==> config.mk <==
export PLATFORM = sky130hd
export DESIGN_NAME = aliens_cpu_io_latch
export DESIGN_NICKNAME = d
export VERILOG_FILES = /design/src/rtl/aliens_pkg.sv /design/src/rtl/aliens_watchdog.sv /design/src/rtl/aliens_cpu_io_latch.sv
export SDC_FILE = /design/constraint.sdc
export NUM_CORES = 1
export LEC_CHECK = 0
export CAP_MARGIN = 15
export CORE_UTILIZATION = 47
export DETAILED_ROUTE_END_ITERATION = 7
export PLACE_DENSITY = 0.85
export SLEW_MARGIN = 10
export SYNTH_ARGS = -nofsm -noshare
export SYNTH_HDL_FRONTEND = slang
export SYNTH_SLANG_ARGS = --single-unit
==> constraint.sdc <==
create_clock -name clk -period 1.9 [get_ports clk]
set_input_delay 0.19 -clock clk [delete_from_list [all_inputs] [get_ports clk]]
set_output_delay 0.19 -clock clk [all_outputs]
set_load 0.03 [all_outputs]
==> src/rtl/aliens_pkg.sv <==
// ---------------------------------------------------------------------------
// aliens_pkg
// Shared definitions for the main-CPU I/O write stage.
//   wdog_state_t      : watchdog FSM state (RUN counting frames, FIRE
//                       holding the system reset).
//   COIN_LSB/COIN_MSB : coin-counter bit positions within the CPU data byte.
//   WDOG_*_DEF        : default watchdog timing.
//   cnt_width()       : counter width for a given limit, at least 1 bit.
// ---------------------------------------------------------------------------
package aliens_pkg;

    typedef enum logic [0:0] {
        RUN  = 1'b0,
        FIRE = 1'b1
    } wdog_state_t;

    localparam int COIN_LSB          = 5;
    localparam int COIN_MSB          = 6;
    localparam int WDOG_FRAMES_DEF   = 16;
    localparam int WDOG_RST_CYC_DEF  = 64;

    function automatic int cnt_width(input int limit);
        return (limit > 1) ? $clog2(limit) : 1;
    endfunction

endpackage

==> src/rtl/aliens_watchdog.sv <==
// ---------------------------------------------------------------------------
// aliens_watchdog
// Frame-based watchdog. Counts vblank rising edges since the last kick; when
// WDOG_FRAMES edges pass without a kick, it drives wdog_rst high for exactly
// WDOG_RST_CYC clocks, then resumes counting from zero.
// Ports:
//   clk      in  system clock
//   reset    in  asynchronous active-high reset
//   kick     in  one-clk watchdog kick (decoded CPU write)
//   vblank   in  video vblank level
//   wdog_rst out system reset request, active high
// ---------------------------------------------------------------------------
module aliens_watchdog
    import aliens_pkg::*;
#(
    parameter int WDOG_FRAMES  = WDOG_FRAMES_DEF,
    parameter int WDOG_RST_CYC = WDOG_RST_CYC_DEF
) (
    input  logic clk,
    input  logic reset,
    input  logic kick,
    input  logic vblank,
    output logic wdog_rst
);

    localparam int FW = cnt_width(WDOG_FRAMES);
    localparam int RW = cnt_width(WDOG_RST_CYC);
    localparam logic [FW-1:0] FRM_LAST = FW'(WDOG_FRAMES - 1);
    localparam logic [RW-1:0] RST_LAST = RW'(WDOG_RST_CYC - 1);

    wdog_state_t   r_state;
    logic          r_vblank_q;
    logic [FW-1:0] r_frm_cnt;
    logic [RW-1:0] r_rst_cnt;
    logic          w_vblank_rise;

    // Edge is the current level against the previous registered sample.
    assign w_vblank_rise = vblank & ~r_vblank_q;

    always_ff @(posedge clk or posedge reset) begin
        if (reset) begin
            r_state    <= RUN;
            r_vblank_q <= 1'b0;
            r_frm_cnt  <= '0;
            r_rst_cnt  <= '0;
            wdog_rst   <= 1'b0;
        end else begin
            r_vblank_q <= vblank;
            case (r_state)
                RUN: begin
                    // Kick has priority over a coincident vblank edge.
                    if (kick) begin
                        r_frm_cnt <= '0;
                    end else if (w_vblank_rise) begin
                        if (r_frm_cnt == FRM_LAST) begin
                            r_state   <= FIRE;
                            r_rst_cnt <= '0;
                            wdog_rst  <= 1'b1;
                        end else begin
                            r_frm_cnt <= r_frm_cnt + FW'(1);
                        end
                    end
                end
                FIRE: begin
                    // Kicks and vblank edges are ignored while firing.
                    if (r_rst_cnt == RST_LAST) begin
                        r_state   <= RUN;
                        r_frm_cnt <= '0;
                        wdog_rst  <= 1'b0;
                    end else begin
                        r_rst_cnt <= r_rst_cnt + RW'(1);
                    end
                end
                default: r_state <= RUN;
            endcase
        end
    end

endmodule

==> src/rtl/aliens_cpu_io_latch.sv <==
// ---------------------------------------------------------------------------
// aliens_cpu_io_latch
// Main-CPU I/O write stage behind the address-decode PAL. Turns qualified
// CPU writes into registered ROM bank, coin counter, sound command latch
// with IRQ, and watchdog state.
// Ports:
//   clk, reset          clock, asynchronous active-high reset
//   cpu_wr_stb, cpu_rw  bus data-valid strobe, 1 = read / 0 = write
//   cpu_din[7:0]        CPU data bus
//   bank_cs_n, snd_cs_n, wdog_cs_n  active-low decoded selects
//   vblank              video vblank level
//   snd_rd              sound CPU has read the command latch (one-clk pulse)
//   rom_bank, coin_ctr  bank register outputs
//   snd_cmd, snd_irq    sound command byte and IRQ level
//   wdog_rst            watchdog system reset
//
// Sound handshake: a main-CPU write loads snd_cmd and raises snd_irq; snd_irq
// stays high until the sound CPU pulses snd_rd. A write in the same cycle as
// snd_rd wins, so a fresh command is never lost. There is no queue: a second
// write before snd_rd simply replaces snd_cmd.
// ---------------------------------------------------------------------------
module aliens_cpu_io_latch
    import aliens_pkg::*;
#(
    parameter int WDOG_FRAMES  = WDOG_FRAMES_DEF,
    parameter int WDOG_RST_CYC = WDOG_RST_CYC_DEF,
    parameter int BANK_W       = 5
) (
    input  logic              clk,
    input  logic              reset,
    input  logic              cpu_wr_stb,
    input  logic              cpu_rw,
    input  logic [7:0]        cpu_din,
    input  logic              bank_cs_n,
    input  logic              snd_cs_n,
    input  logic              wdog_cs_n,
    input  logic              vblank,
    input  logic              snd_rd,
    output logic [BANK_W-1:0] rom_bank,
    output logic [1:0]        coin_ctr,
    output logic [7:0]        snd_cmd,
    output logic              snd_irq,
    output logic              wdog_rst
);

    logic w_wr;
    logic w_wr_bank;
    logic w_wr_snd;
    logic w_wr_wdog;

    // Each select is qualified independently; overlapping selects from a
    // decode fault simply update every addressed register.
    assign w_wr      = cpu_wr_stb & ~cpu_rw;
    assign w_wr_bank = w_wr & ~bank_cs_n;
    assign w_wr_snd  = w_wr & ~snd_cs_n;
    assign w_wr_wdog = w_wr & ~wdog_cs_n;

    always_ff @(posedge clk or posedge reset) begin
        if (reset) begin
            rom_bank <= '0;
            coin_ctr <= '0;
        end else if (w_wr_bank) begin
            rom_bank <= cpu_din[BANK_W-1:0];
            coin_ctr <= cpu_din[COIN_MSB:COIN_LSB];
        end
    end

    always_ff @(posedge clk or posedge reset) begin
        if (reset) begin
            snd_cmd <= '0;
            snd_irq <= 1'b0;
        end else if (w_wr_snd) begin
            snd_cmd <= cpu_din;
            snd_irq <= 1'b1;
        end else if (snd_rd) begin
            snd_irq <= 1'b0;
        end
    end

    aliens_watchdog #(
        .WDOG_FRAMES  (WDOG_FRAMES),
        .WDOG_RST_CYC (WDOG_RST_CYC)
    ) u_watchdog (
        .clk      (clk),
        .reset    (reset),
        .kick     (w_wr_wdog),
        .vblank   (vblank),
        .wdog_rst (wdog_rst)
    );

endmodule

==> results of run 1 <==
## cells by family (layout without fill, tap and decap cells)
family,count (synthesis),after routing
buf+inv,8,49
mux,17,17
fa+ha+maj,2,2
flops,29,29
simple gates,22,22
compound gates,19,19
xor+xnor,3,3
## flip-flops by register name, summed over array words and instances, names as in the netlist
signal	flops
u_watchdog.r_rst_cnt	6
u_watchdog.r_state	1
rom_bank	5
snd_cmd	8
u_watchdog.r_frm_cnt	4
u_watchdog.r_vblank_q	1
u_watchdog.wdog_rst	1
snd_irq	1
coin_ctr	2
## routing by layer
layer,track usage,up-vias
li1,-,437
met1,0.221,447
met2,0.301,30
met3,0.0791,5
met4,0.0812,0
met5,0,-
## cells in the mapped netlist, types with 2 or more instances
cell	number
ha_1	2
nand2b_1	2
nor2_1	2
o22ai_1	3
mux2_1	6
o21ai_0	2
dfrtp_1	29
mux2_2	9
a31oi_1	2
xor2_1	3
o31ai_1	2
inv_1	6
nand2_1	5
mux2i_1	2
nor2_4	2
nand3_1	4
a22o_1	3
a21oi_1	3
## final cells by class
class	instances	area share
Multi-Input combinational cell	63	0.300
Clock inverter	1	0.0173
Tap cell	30	0.0217
Timing Repair Buffer	34	0.195
Clock buffer	7	0.0318
Sequential cell	29	0.419
Inverter	7	0.0152
## tightest hold or removal path, delay by kind of cell
family | cells | cell delay (ps)
buf+inv | 3 | 780
## report_power, final
group	internal [mW]	switching (mW)	leakage [nW]
logic	0.256	0.261	0.332
registers	0.738	0.111	0.357
clock network	0.314	0.214	0.0455
## path summary, 6_finish.rpt
kind | endpoint | slack, ps | cells after the start
worst max-delay path | u_watchdog.r_rst_cnt[5]$_DFFE_PP0P_ | 310 | 5
worst min-delay path | snd_irq$_DFFE_PP0P_ | 230 | 3
worst max register to register | u_watchdog.r_rst_cnt[5]$_DFFE_PP0P_ | 310 | 5
worst min register to register | snd_cmd[0]$_DFFE_PP0P_ | 490 | 1
max in group asynchronous | u_watchdog.wdog_rst$_DFFE_PP0P_ | 1400 | 3
min in group clk | u_watchdog.r_vblank_q$_DFF_PP0_ | 350 | 1
## metrics by stage
step	cell area, um2	hold slack, ps
CTS	1730	232
detailed placement	1650	468
floorplan	1280	221
global route	1730	266
finish	1730	225
global placement	1650	466
==> results by group, run 1 <==
Critical path
  – Slowest CP cell: dfrtp_1
  – CP arrival: 1810 ps
  – Crit path max-delay family: simple AND/OR/NAND/NOR gates
  – Buffers and inverters on the worst path: 0
  – Worst Setup Start Kind: flip-flop
  – Crit path launch: u_watchdog.r_frm_cnt[0]$_DFFE_PP0P_
  – WP data required: between 2000 and 2500 ps
  – Max FO, Critical Path: 4
  – Crit path kind: flip-flop to flip-flop
  – Beginning of the worst register-to-register path: u_watchdog.r_frm_cnt[0]$_DFFE_PP0P_
  – CP cell instances: ha_1, nand3_1, nor4_4, nor2_4, a22o_1
  – CP endpoint kind: flip-flop
  – Worst path max stage delay: 400 ps

Logic synthesis
  – Post-Synth Simple-Gate Area: 0.118
  – Post-Syn Area per Cell: ~13 um2
  – Sequential area share after synthesis: 0.568
  – Mux contribution to synthesized area: 0.148
  – Cell count after synthesis: 100
  – Post-Synth Adder-Cell Area: 0.0196
  – Flop and latch count out of synthesis: 29
  – Syn Nets: 119
  – Xor/xnor share of the synthesized area: 0.0206
  – Yosys cell types: 31
  – Synth area leaders: dfrtp_1 (57%), mux2_2 (7.9%), mux2_1 (5.3%)
  – Compound-Gate Fraction of Synth Area: 0.102
  – Ys async rst share: 1.00
  – Number of flops mapped to enable cells by yosys: 0
  – Main flop type after synthesis: dfrtp_1
  – Cell taking the most area after synthesis: dfrtp_1
  – Mapped cell area: 1280 um2
  – Synth top area share: 0.568
  – Yosys warns: 0
  – Main combinational cell family by area after synthesis: multiplexers

Clock network
  – Setup Buffers After CTS: 0
  – Clock-pin slew on the worst setup and hold paths: 100 ps
  – CTS Hold Bufs: 0
  – CTS tree: done
  – Inserted Clock Buffers: 5
  – Clock Latency Late Sink: ~330 ps
  – H-tree depth: 2
  – Max Root-Sink Buffers: 2
  – Post_cts resized: 0
  – Clock sink count: 29
  – Root buffer cell: clkbuf_4

Detailed routing
  – Starting DRT DRC Count: 12
  – Drc violations: 0
  – Post-Route WL: ~2400 um
  – Post-DR wirelength/cell: around 14 um
  – Met3 wire len: 193 um
  – Pre-antenna DRT Iters: 4
  – Top Metal Used: met4
  – Met1 wire length: just over 1000 um
  – Vias per cell: 5.37
  – Routed Antenna Nets: 0
  – DR WL met2: 1150 um
  – Routed vias: 919

STA
  – Skew final: 10.7 ps
  – Fin crit period: 1590 ps
  – RSZ-0062 raised after global routing: false
  – Final WS setup: 307 ps
  – Slew Limit Headroom: 0.734
  – Worst-Margin Slew: approximately 400 ps
  – Setup-failing EPs final: 0
  – Final hold violations: 0
  – Max frequency: 0.628 GHz
  – Setup TNS: 0 ps
  – Final Slew Violations: 0
  – Period Utilization, post-route: 0.838

Placement
  – IO Port Bufs: 33
  – Pre-CTS setup slack: ~210 ps
  – Placed instance count: 163
  – Post-detail-place hpwl: 1770 um
  – GP Congestion: ~0.87

Floorplan
  – Die Height: 54.1 um
  – Die width: 54.1 um
  – Starting Density: 0.506
  – Boundary Pins: 34
  – Total die area: a little under 3000 um2
  – Row cnt: 18
  – Core Box Area: 2520 um2

Finish
  – Commonest non-fill, non-tap cell in the layout: clkdlybuf4s50_1
  – Finished Layout Cells: 171
  – # diodes: 0
  – Layout cell share with drive strength beyond 1: 0.170
  – Area of the multi-input gates: 520 um2
  – Most frequent cells in the layout: clkdlybuf4s50_1 (33), dfrtp_1 (29), mux2_2 (9), inv_1 (6), mux2_1 (6)
  – Reg area: 726 um2
  – Final core area utilization: 0.687
  – Synthesis-to-layout area growth: 35.7%
  – Layout Nets: approximately 160
  – Fill cells: approximately 190

Status
  – Outcome: finished, final reports clean

GRT
  – Total gr overflow: 0
  – Initial antenna violation count: 0
  – Vias in the first global route: 900
  – Largest net degree at the start of global routing: 30
  – Gr usage total: 0.189
  – First-pass GRT wire length: 3810 um

Power
  – Pwr/cell area: 1090 nW/um2
  – Power Total: 1.89 mW
  – Worst vdd ir: 1.06 mV
  – P_leak: 0.735 nW

Min path
  – Hold WC Path Type: primary input to async pin

Flow run
  – Max-cap violations: 0
(Power assumes the default switching activity.)
==> run 2: changes to the inputs <==
==> constraint.sdc (replaced) <==
create_clock -name clk -period 1.5 [get_ports clk]
set_input_delay 0.15 -clock clk [delete_from_list [all_inputs] [get_ports clk]]
set_output_delay 0.15 -clock clk [all_outputs]
set_load 0.03 [all_outputs]
==> run 2 against run 1 <==
Effect of this change:
- fmax rose by 14%
- combinational power rose by 27%
- flip-flop and latch count did not move
- clock skew rose by 2.9 ps
- setup slack got worse by 210 ps
- via count rose by 7.4%
- utilization rose by 0.89 points
- critical path type unchanged
- largest cell class unchanged
- highest routed layer unchanged
==> results by group, run 2 (synthesis results as in run 1) <==
STA
  – Slew Limit Headroom: 0.706 (was 0.734)
  – Final hold violations: 0 (unchanged)
  – Fin crit period: 1400 ps (was 1590 ps)
  – Setup-failing EPs final: 0 (unchanged)
  – Setup TNS: 0 ps (unchanged)
  – Max frequency: 0.715 GHz (was 0.628 GHz)
  – Skew final: 13.6 ps (was 10.7 ps)
  – RSZ-0062 raised after global routing: false (unchanged)
  – Hold WS: 125 ps (was 225 ps)
  – Period Utilization, post-route: 0.933 (was 0.838)
  – Worst-Margin Slew: 437 ps (was 399 ps)
  – Final Slew Violations: 0 (unchanged)

Floorplan
  – Die width: 54.1 um (unchanged)
  – Core Box Area: 2520 um2 (unchanged)
  – Die Height: 54.1 um (unchanged)
  – Boundary Pins: 34 (unchanged)
  – Row cnt: 18 (unchanged)
  – Total die area: 2930 um2 (unchanged)
  – Starting Density: 0.506 (unchanged)

Placement
  – Post-detail-place hpwl: 2070 um (was 1770 um)
  – IO Port Bufs: 33 (unchanged)
  – GP Congestion: 0.883 (was 0.874)

Finish
  – Commonest non-fill, non-tap cell in the layout: dfrtp_1 (was clkdlybuf4s50_1)
  – # diodes: 0 (unchanged)
  – Top Registers: snd_cmd x8, u_watchdog.r_rst_cnt x6, rom_bank x5 (unchanged)
  – Layout Nets: 169 (was 159)
  – Most frequent cells in the layout: dfrtp_1 (29), dlygate4sd2_1 (17), clkdlybuf4s50_1 (16), buf_4 (11), mux2_2 (9) (was clkdlybuf4s50_1 (33), dfrtp_1 (29), mux2_2 (9), inv_1 (6), mux2_1 (6))
  – Most flops, register: snd_cmd (unchanged)
  – Final core area utilization: 0.696 (was 0.687)
  – Max FFs per register: 8 (unchanged)
  – Layout cell share with drive strength beyond 1: 0.232 (was 0.170)
  – Synthesis-to-layout area growth: 37.4% (was 35.7%)

Critical path
  – CP cell instances: ha_2, nand2_1, o21a_1, nor2_4, inv_2, a31oi_1 (was ha_1, nand3_1, nor4_4, nor2_4, a22o_1)
  – Slowest CP cell: dfrtp_1 (unchanged)
  – CP arrival: 1650 ps (was 1810 ps)
  – WP data required: 1750 ps (was 2120 ps)
  – Buffers and inverters on the worst path: 1 (was 0)
  – Crit path max-delay family: compound AO/OA/AOI/OAI gates (was simple AND/OR/NAND/NOR gates)
  – Crit path kind: flip-flop to flip-flop (unchanged)
  – Worst path max stage delay: 380 ps (was 400 ps)
  – Max FO, Critical Path: 4 (unchanged)
  – CP endpoint kind: flip-flop (unchanged)
  – Worst Setup Start Kind: flip-flop (unchanged)

Clock network
  – Root buffer cell: clkbuf_4 (unchanged)
  – H-tree depth: 2 (unchanged)
  – CTS Hold Bufs: 0 (unchanged)
  – Clock Latency Late Sink: 340 ps (was 330 ps)
  – Max Root-Sink Buffers: 2 (unchanged)
  – Clock sink count: 29 (unchanged)
  – Inserted Clock Buffers: 5 (unchanged)
  – Clock-pin slew on the worst setup and hold paths: 100 ps (about the same)
  – CTS tree: done (unchanged)

Detailed routing
  – Starting DRT DRC Count: 13 (was 12)
  – Post-DR wirelength/cell: 15.2 um (was 14.0 um)
  – Post-Route WL: 2760 um (was 2390 um)
  – Routed Antenna Nets: 0 (unchanged)
  – Routed vias: 987 (was 919)
  – Pre-antenna DRT Iters: 4 (unchanged)
  – Drc violations: 0 (unchanged)
  – Vias per cell: 5.45 (was 5.37)

GRT
  – Largest net degree at the start of global routing: 17 (was 30)
  – Gr usage total: 0.220 (was 0.189)
  – First-pass GRT wire length: 4290 um (was 3810 um)
  – Vias in the first global route: 950 (was 900)
  – Initial antenna violation count: 0 (unchanged)
  – Total gr overflow: 0 (unchanged)

Status
  – Outcome: finished, final reports clean (unchanged)

Power
  – P_leak: 0.798 nW (was 0.735 nW)
  – Power Total: 2.18 mW (was 1.89 mW)
  – Pwr/cell area: 1240 nW/um2 (was 1090 nW/um2)
  – Worst vdd ir: 0.902 mV (was 1.06 mV)

Flow run
  – Max-cap violations: 0 (unchanged)

Min path
  – Hold WC Path Type: primary input to async pin (unchanged)
## run 2: where the power goes
group | leakage [nW] | total, mW | switching [mW] | internal [mW]
clock network | 0.0320 | 0.461 | 0.283 | 0.178
registers | 0.357 | 1.07 | 0.130 | 0.935
logic | 0.410 | 0.658 | 0.359 | 0.298
total | 0.798 | 2.18 | 0.773 | 1.41
## run 2: routing by layer
| metal | track usage | part of all wire |
|---|---|---|
| met1 | 0.255 | 0.42 |
| met2 | 0.356 | 0.50 |
| met3 | 0.0678 | 0.062 |
| met4 | 0.124 | 0.015 |
| met5 | 0 | 0 |
## run 2: area by class of cell
type                    instances  area, um2
clock buffers                   6       41.3
inverters                       7       26.3
well taps                      30       37.5
repair buffers                 44        392
flip-flops and latches         29        726
clock inverters                 2       10.0
fillers                       193        767
multi-input cells              63        523
## run 2: stage by stage
step | worst slack (ps) | cell area, um2 | std cells
6_report | 101 | 1760 | 181
2_1_floorplan | 68.0 | 1280 | 100
3_3_place_gp | -48.8 | 1720 | 172
3_5_place_dp | -77.9 | 1720 | 172
5_1_grt | 9.04 | 1760 | 181
4_1_cts | 9.87 | 1750 | 180
## run 2: worst reg2reg max path, delay by kind of cell, from the launching register on
kind / cells / cell delay (ps)
compound gates: 2 / 420
flops: 1 / 380
simple gates: 2 / 250
fa+ha+maj: 1 / 220
buf+inv: 1 / 60
## run 2: path summary, 6_finish.rpt
kind / cells past startpoint / start / end / slack (ps)
setup / recovery: 6 / u_watchdog.r_rst_cnt[1]$_DFFE_PP0P_ / u_watchdog.r_rst_cnt[3]$_DFFE_PP0P_ / 100
hold / removal: 3 / reset / u_watchdog.r_vblank_q$_DFF_PP0_ / 120
setup reg to reg: 6 / u_watchdog.r_rst_cnt[1]$_DFFE_PP0P_ / u_watchdog.r_rst_cnt[3]$_DFFE_PP0P_ / 100
hold reg to reg: 1 / u_watchdog.wdog_rst$_DFFE_PP0P_ / u_watchdog.wdog_rst$_DFFE_PP0P_ / 480
max in group asynchronous: 3 / reset / rom_bank[3]$_DFFE_PP0P_ / 1170
min in group clk: 1 / vblank / u_watchdog.r_vblank_q$_DFF_PP0_ / 310
## run 2: what timing repair did
| item | in CTS | in global routing |
|---|---|---|
| buffers inserted | 0 | 1 |
| gates cloned | 0 | 0 |
| endpoints found under the setup margin | 17 | 7 |
| pin swaps | 0 | 1 |
| resized for setup | 17 | 1 |
